$ cat config.mk
export PLATFORM = sky130hd
export DESIGN_NAME = riscv_mem_arbiter
export DESIGN_NICKNAME = d
export VERILOG_FILES = /design/src/rtl/riscv_mem_arbiter.sv
export SDC_FILE = /design/constraint.sdc
export NUM_CORES = 1
export LEC_CHECK = 0
export ABC_AREA = 1
export CORE_AREA = 2 2 283 285
export DETAILED_ROUTE_END_ITERATION = 12
export DIE_AREA = 0 0 285 287
export PLACE_DENSITY = 0.31
export SETUP_SLACK_MARGIN = 0.15
export SKIP_LAST_GASP = 1
export SYNTH_ARGS = -nofsm -noshare
export SYNTH_HDL_FRONTEND = slang
export SYNTH_SLANG_ARGS = --single-unit
$ cat constraint.sdc
create_clock -name i_riscv_memarb_clk -period 1.5 [get_ports i_riscv_memarb_clk]
set_input_delay 0.3 -clock i_riscv_memarb_clk [delete_from_list [all_inputs] [get_ports i_riscv_memarb_clk]]
set_output_delay 0.3 -clock i_riscv_memarb_clk [all_outputs]
set_load 0.02 [all_outputs]
$ cat src/rtl/riscv_mem_arbiter.sv
// riscv_mem_arbiter: round-robin arbiter between icache refills and dcache refills/writebacks onto one DRAM port
module riscv_mem_arbiter #(
    parameter int AWIDTH  = 23,
    parameter int DWIDTH  = 128,
    parameter int TIMEOUT = 255
) (
    input  logic              i_riscv_memarb_clk,
    input  logic              i_riscv_memarb_rst,
    input  logic              i_riscv_memarb_ic_req,
    input  logic [AWIDTH-1:0] i_riscv_memarb_ic_addr,
    output logic              o_riscv_memarb_ic_ack,
    output logic [DWIDTH-1:0] o_riscv_memarb_ic_data,
    input  logic              i_riscv_memarb_dc_rden,
    input  logic              i_riscv_memarb_dc_wren,
    input  logic [AWIDTH-1:0] i_riscv_memarb_dc_addr,
    input  logic [DWIDTH-1:0] i_riscv_memarb_dc_wdata,
    output logic              o_riscv_memarb_dc_ack,
    output logic [DWIDTH-1:0] o_riscv_memarb_dc_data,
    output logic              o_riscv_memarb_mem_rden,
    output logic              o_riscv_memarb_mem_wren,
    output logic [AWIDTH-1:0] o_riscv_memarb_mem_addr,
    output logic [DWIDTH-1:0] o_riscv_memarb_mem_wdata,
    input  logic [DWIDTH-1:0] i_riscv_memarb_mem_rdata,
    input  logic              i_riscv_memarb_mem_ready,
    output logic              o_riscv_memarb_timeout
);
    localparam int CW = $clog2(TIMEOUT + 1);
    localparam logic [CW-1:0] TMAX = CW'(TIMEOUT - 1);

    typedef enum logic [1:0] {IDLE, SERVE_IC, SERVE_DC} state_t;

    state_t            state_q;
    logic              last_dc_q;
    logic [CW-1:0]     wait_q;
    logic              mem_rden_q;
    logic              mem_wren_q;
    logic [AWIDTH-1:0] mem_addr_q;
    logic [DWIDTH-1:0] mem_wdata_q;
    logic              timeout_q;
    logic              ic_pend;
    logic              dc_pend;
    logic              grant_ic;
    logic              grant_dc;

    // Round-robin pick: dcache wins unless both pend and dcache had the last grant
    always_comb begin
        ic_pend  = i_riscv_memarb_ic_req;
        dc_pend  = i_riscv_memarb_dc_rden | i_riscv_memarb_dc_wren;
        grant_dc = dc_pend && (!ic_pend || !last_dc_q);
        grant_ic = ic_pend && !grant_dc;
    end

    // Arbitration FSM: capture request on grant, hold mem strobes until ready or timeout
    always_ff @(posedge i_riscv_memarb_clk) begin
        if (!i_riscv_memarb_rst) begin
            state_q     <= IDLE;
            last_dc_q   <= 1'b1;
            wait_q      <= '0;
            mem_rden_q  <= 1'b0;
            mem_wren_q  <= 1'b0;
            mem_addr_q  <= '0;
            mem_wdata_q <= '0;
            timeout_q   <= 1'b0;
        end else begin
            timeout_q <= 1'b0;
            case (state_q)
                IDLE: begin
                    if (grant_ic || grant_dc) begin
                        state_q    <= grant_dc ? SERVE_DC : SERVE_IC;
                        last_dc_q  <= grant_dc;
                        wait_q     <= '0;
                        mem_addr_q <= grant_dc ? i_riscv_memarb_dc_addr : i_riscv_memarb_ic_addr;
                        mem_wren_q <= grant_dc && i_riscv_memarb_dc_wren;
                        mem_rden_q <= grant_ic || !i_riscv_memarb_dc_wren;
                        if (grant_dc)
                            mem_wdata_q <= i_riscv_memarb_dc_wdata;
                    end
                end
                default: begin
                    if (i_riscv_memarb_mem_ready) begin
                        state_q    <= IDLE;
                        mem_rden_q <= 1'b0;
                        mem_wren_q <= 1'b0;
                    end else begin
                        wait_q <= wait_q + 1'b1;
                        if (wait_q == TMAX) begin
                            state_q    <= IDLE;
                            mem_rden_q <= 1'b0;
                            mem_wren_q <= 1'b0;
                            timeout_q  <= 1'b1;
                        end
                    end
                end
            endcase
        end
    end

    assign o_riscv_memarb_ic_ack    = i_riscv_memarb_rst && state_q == SERVE_IC && i_riscv_memarb_mem_ready;
    assign o_riscv_memarb_dc_ack    = i_riscv_memarb_rst && state_q == SERVE_DC && i_riscv_memarb_mem_ready;
    assign o_riscv_memarb_ic_data   = i_riscv_memarb_mem_rdata;
    assign o_riscv_memarb_dc_data   = i_riscv_memarb_mem_rdata;
    assign o_riscv_memarb_mem_rden  = mem_rden_q;
    assign o_riscv_memarb_mem_wren  = mem_wren_q;
    assign o_riscv_memarb_mem_addr  = mem_addr_q;
    assign o_riscv_memarb_mem_wdata = mem_wdata_q;
    assign o_riscv_memarb_timeout   = timeout_q;
endmodule

==> run summary, run 1 <==
clk_lat worst skew: 0.49 ns
Total Routing Usage GR: 10.4%
Setup WS post-layout: -0.108 ns
initial antenna violation count: 5
Inserted Clock Buffers: 17
setup TNS: -2.94 ns
Die W: 285 µm
Synth Cell Area: 0.00814 mm²
Rel. slew slack: 72.1%
combinational power share: 36.6%
critical path class: flop to primary output
synth unique cells: 23
CTS Root Cell: clkbuf_16
RSZ-0062 raised after global routing: true
total congestion overflow: 0
Achievable Freq: 622 MHz
Crit. End Element: primary output
GP Congestion: 0.729
Pins Over Slew Limit: 0
Critical Path RT: 1.20 ns
syn avg cell area: 7.52 µm²
Area growth syn-to-layout: 68.8%
worst r2r path cells: 10
dpl hpwl: 29.3 mm
core area: 0.0786 mm²
H-Tree Level Count: 4
Boundary Pins: 720
RR Startpoint: state_q[0]
area of the die: 0.0818 mm²
WL/cell: 19.1 µm
Arr. time, crit path: 1.31 ns
hold_buf cts: 0
Synth warnings: 0
Reg2Reg Setup Slack: -0.09 ns
register share of total power: 33.3%
Worst-path clk slew: 0.09 ns
row cnt: 103
DRT iter0 DRCs: 281
first-pass GRT wire length: 58.9 mm
drt total wl: 44.2 mm
DIE HEIGHT: 287 µm
HP Class: input pin to flop
CTS tree: done
vias in the first global route: 7611
Residual DRC: 0
Initial Utilization: 10.4%
Hold Vio Cnt, Final: 0
remaining antenna violation count: 0
Post-layout nets: 1557
largest net degree at the start of global routing: 74
FF+latch count, synth: 165
worst-case clock buffer depth: 2
max cap viols: 0
Final period util: 107%
Final Skew: 0.0256 ns
Startpoint Class: flop
Design Area, Final: 0.0137 mm²
Gate Count Post-Synth: 1083
drt first pass iters: 4
Post-DP Area: 0.0112 mm²
TritonCTS Sinks: 165
reg2reg end: o_riscv_memarb_mem_wdata[11]
failing checks: setup timing
ratio of cells with drive above 1 in the final layout: 44.0%
Mapped Nets: 1393
leakage: 5.68 nW
power share of the clock group: 30.1%
number of vias per cell: 3.21
outcome: finished with violations
capture point of the worst path: o_riscv_memarb_dc_ack
Tmin final: 1.61 ns
Critical Path Start: state_q[0]
Psw: 0.00581 W
vias: 7434
internal power: 0.0102 W
post-layout util: 17.5%
register area share after synthesis: 40.6%
PortBufs: 335
sw frac: 36.2%
maximum vdd ir drop: 0.668 mV
worst-path fanout max: 2
PwrDens: 1170 mW/mm²
setup violators final: 86
dpl ws: -0.502 ns
worst slew pin tran: 0.415 ns
[Yosys cell counts, drive strengths merged]
cell | number | area [µm²]
nor3b | 1 | 7.51
nand3 | 10 | 50.1
nor3 | 4 | 20.0
nor2 | 268 | 1020
dfxtp | 165 | 3300
a21oi | 10 | 50.1
o21ai | 154 | 774
buf | 295 | 2220
and3 | 1 | 6.26
o32ai | 1 | 8.76
clkbuf | 14 | 52.6
ha | 2 | 25.0
inv | 35 | 131
nand2 | 123 | 479
[layout make-up]
class	instances	area [µm²]
tap	1050	1310
fill	8863	64900
antenna	3	7.51
clock buffer	19	453
inverter	35	160
multi-input combinational	575	3250
clock inverter	13	149
timing repair buffer	453	5010
sequential	165	3400
[registers in the layout, summed over array words and instances (netlist names)]
signal and cells:
o_riscv_memarb_mem_wdata 128, o_riscv_memarb_mem_addr 23, wait_q 8, state_q 2
last_dc_q 1, o_riscv_memarb_mem_rden 1, o_riscv_memarb_mem_wren 1, o_riscv_memarb_timeout 1
[metrics by stage]
stage	cells	total power [W]	hold slack (ns)
floorplan	1083	0.00807	0.435
global placement	2218	0.00963	0.441
detailed placement	2218	0.00961	0.442
CTS	2286	0.0156	0.314
global route	2310	0.0170	0.360
finish	2313	0.0160	0.379
[placed cells by master (no fill, tap or decap), types with 2 or more instances in the layout]
cell type / count
diode_2: 3
clkdlybuf4s50_1: 178
nand2_1: 86
clkinv_4: 2
o21ai_0: 81
nand3_2: 2
nor2_4: 33
nand3_1: 7
nand2_4: 15
inv_1: 30
nand2_8: 4
buf_2: 35
clkbuf_16: 23
buf_8: 12
buf_12: 35
clkinv_8: 3
nor3_4: 2
ha_1: 2
nor2_1: 189
inv_8: 6
a21oi_2: 6
a21oi_1: 4
clkbuf_8: 2
dfxtp_1: 98
buf_6: 35
inv_6: 4
o21ai_1: 28
nor2_2: 46
inv_2: 2
dfxtp_2: 63
buf_4: 127
o21ai_2: 44
buf_16: 23
dfxtp_4: 4
nand2_2: 19
nor3_1: 2
[timing repair]
| action | CTS | global route |
|---|---|---|
| setup endpoints to repair | 320 | 238 |
| pin swaps | 16 | 69 |
| resized for setup | 825 | 367 |
| cloned | 21 | 7 |
| buffers inserted | 15 | 17 |
[power groups by stage]
stage          Clock [W]  Sequential (W)  Combinational (W)
6_report         0.00483         0.00535            0.00587
2_1_floorplan          0         0.00595            0.00213
5_1_grt          0.00528         0.00542            0.00632
3_3_place_gp           0         0.00533            0.00430
3_5_place_dp           0         0.00533            0.00428
4_1_cts          0.00515         0.00527            0.00517
[how the worst min path moves through the flow]
stage                                 start                       endpoint  slack [ns]  depth (start not counted)
2_1_floorplan  i_riscv_memarb_dc_wdata[104]  o_riscv_memarb_mem_wdata[104]        0.43                          2
3_3_place_gp     o_riscv_memarb_mem_addr[7]     o_riscv_memarb_mem_addr[7]        0.44                          2
3_5_place_dp     o_riscv_memarb_mem_addr[6]     o_riscv_memarb_mem_addr[6]        0.44                          2
4_1_cts         i_riscv_memarb_dc_wdata[50]   o_riscv_memarb_mem_wdata[50]        0.31                          3
5_1_grt                  i_riscv_memarb_rst                      last_dc_q        0.36                          4
6_report        i_riscv_memarb_dc_wdata[50]   o_riscv_memarb_mem_wdata[50]        0.38                          3
[cell families (layout without fill, tap and decap cells)]
family	Yosys count	in the layout	synth area share, %
and+or+nand+nor	407	408	19.4
adders and majority gates	2	2	0.307
AOI/OAI and AO/OA	165	165	10.2
other	0	3	0
DFF	165	165	40.6
buffers and inverters	344	520	29.5
[worst max-delay path, cell delays in order (launching register included)]
cell and delay, ns:
dfxtp_2 0.35, buf_6 0.12, nor3_4 0.20, buf_6 0.14
[per-layer routing]
| metal | wire, µm | global-route usage (%) | share of wire, % | vias up |
|---|---|---|---|---|
| met4 | 2020 | 5.30 | 4.6 | 4 |
| met2 | 20200 | 16.5 | 46 | 419 |
| met3 | 5180 | 5.64 | 12 | 137 |
| li1 | - | - | - | 3495 |
| met1 | 16800 | 11.1 | 38 | 3379 |
| met5 | 27 | 0.291 | 0.061 | - |
No activity file was read; power rests on OpenSTA's default activity.
==> run 2: changes to the inputs <==
--- a/config.mk
+++ b/config.mk
@@ -6,6 +6,7 @@
 export NUM_CORES = 1
 export LEC_CHECK = 0
 export ABC_AREA = 1
+export ABC_CLOCK_PERIOD_IN_PS = 1500
 export CORE_AREA = 2 2 283 285
 export DETAILED_ROUTE_END_ITERATION = 12
 export DIE_AREA = 0 0 285 287
==> results of run 2 <==
The final DEF is identical to that of run 1; final timing and power are the same.
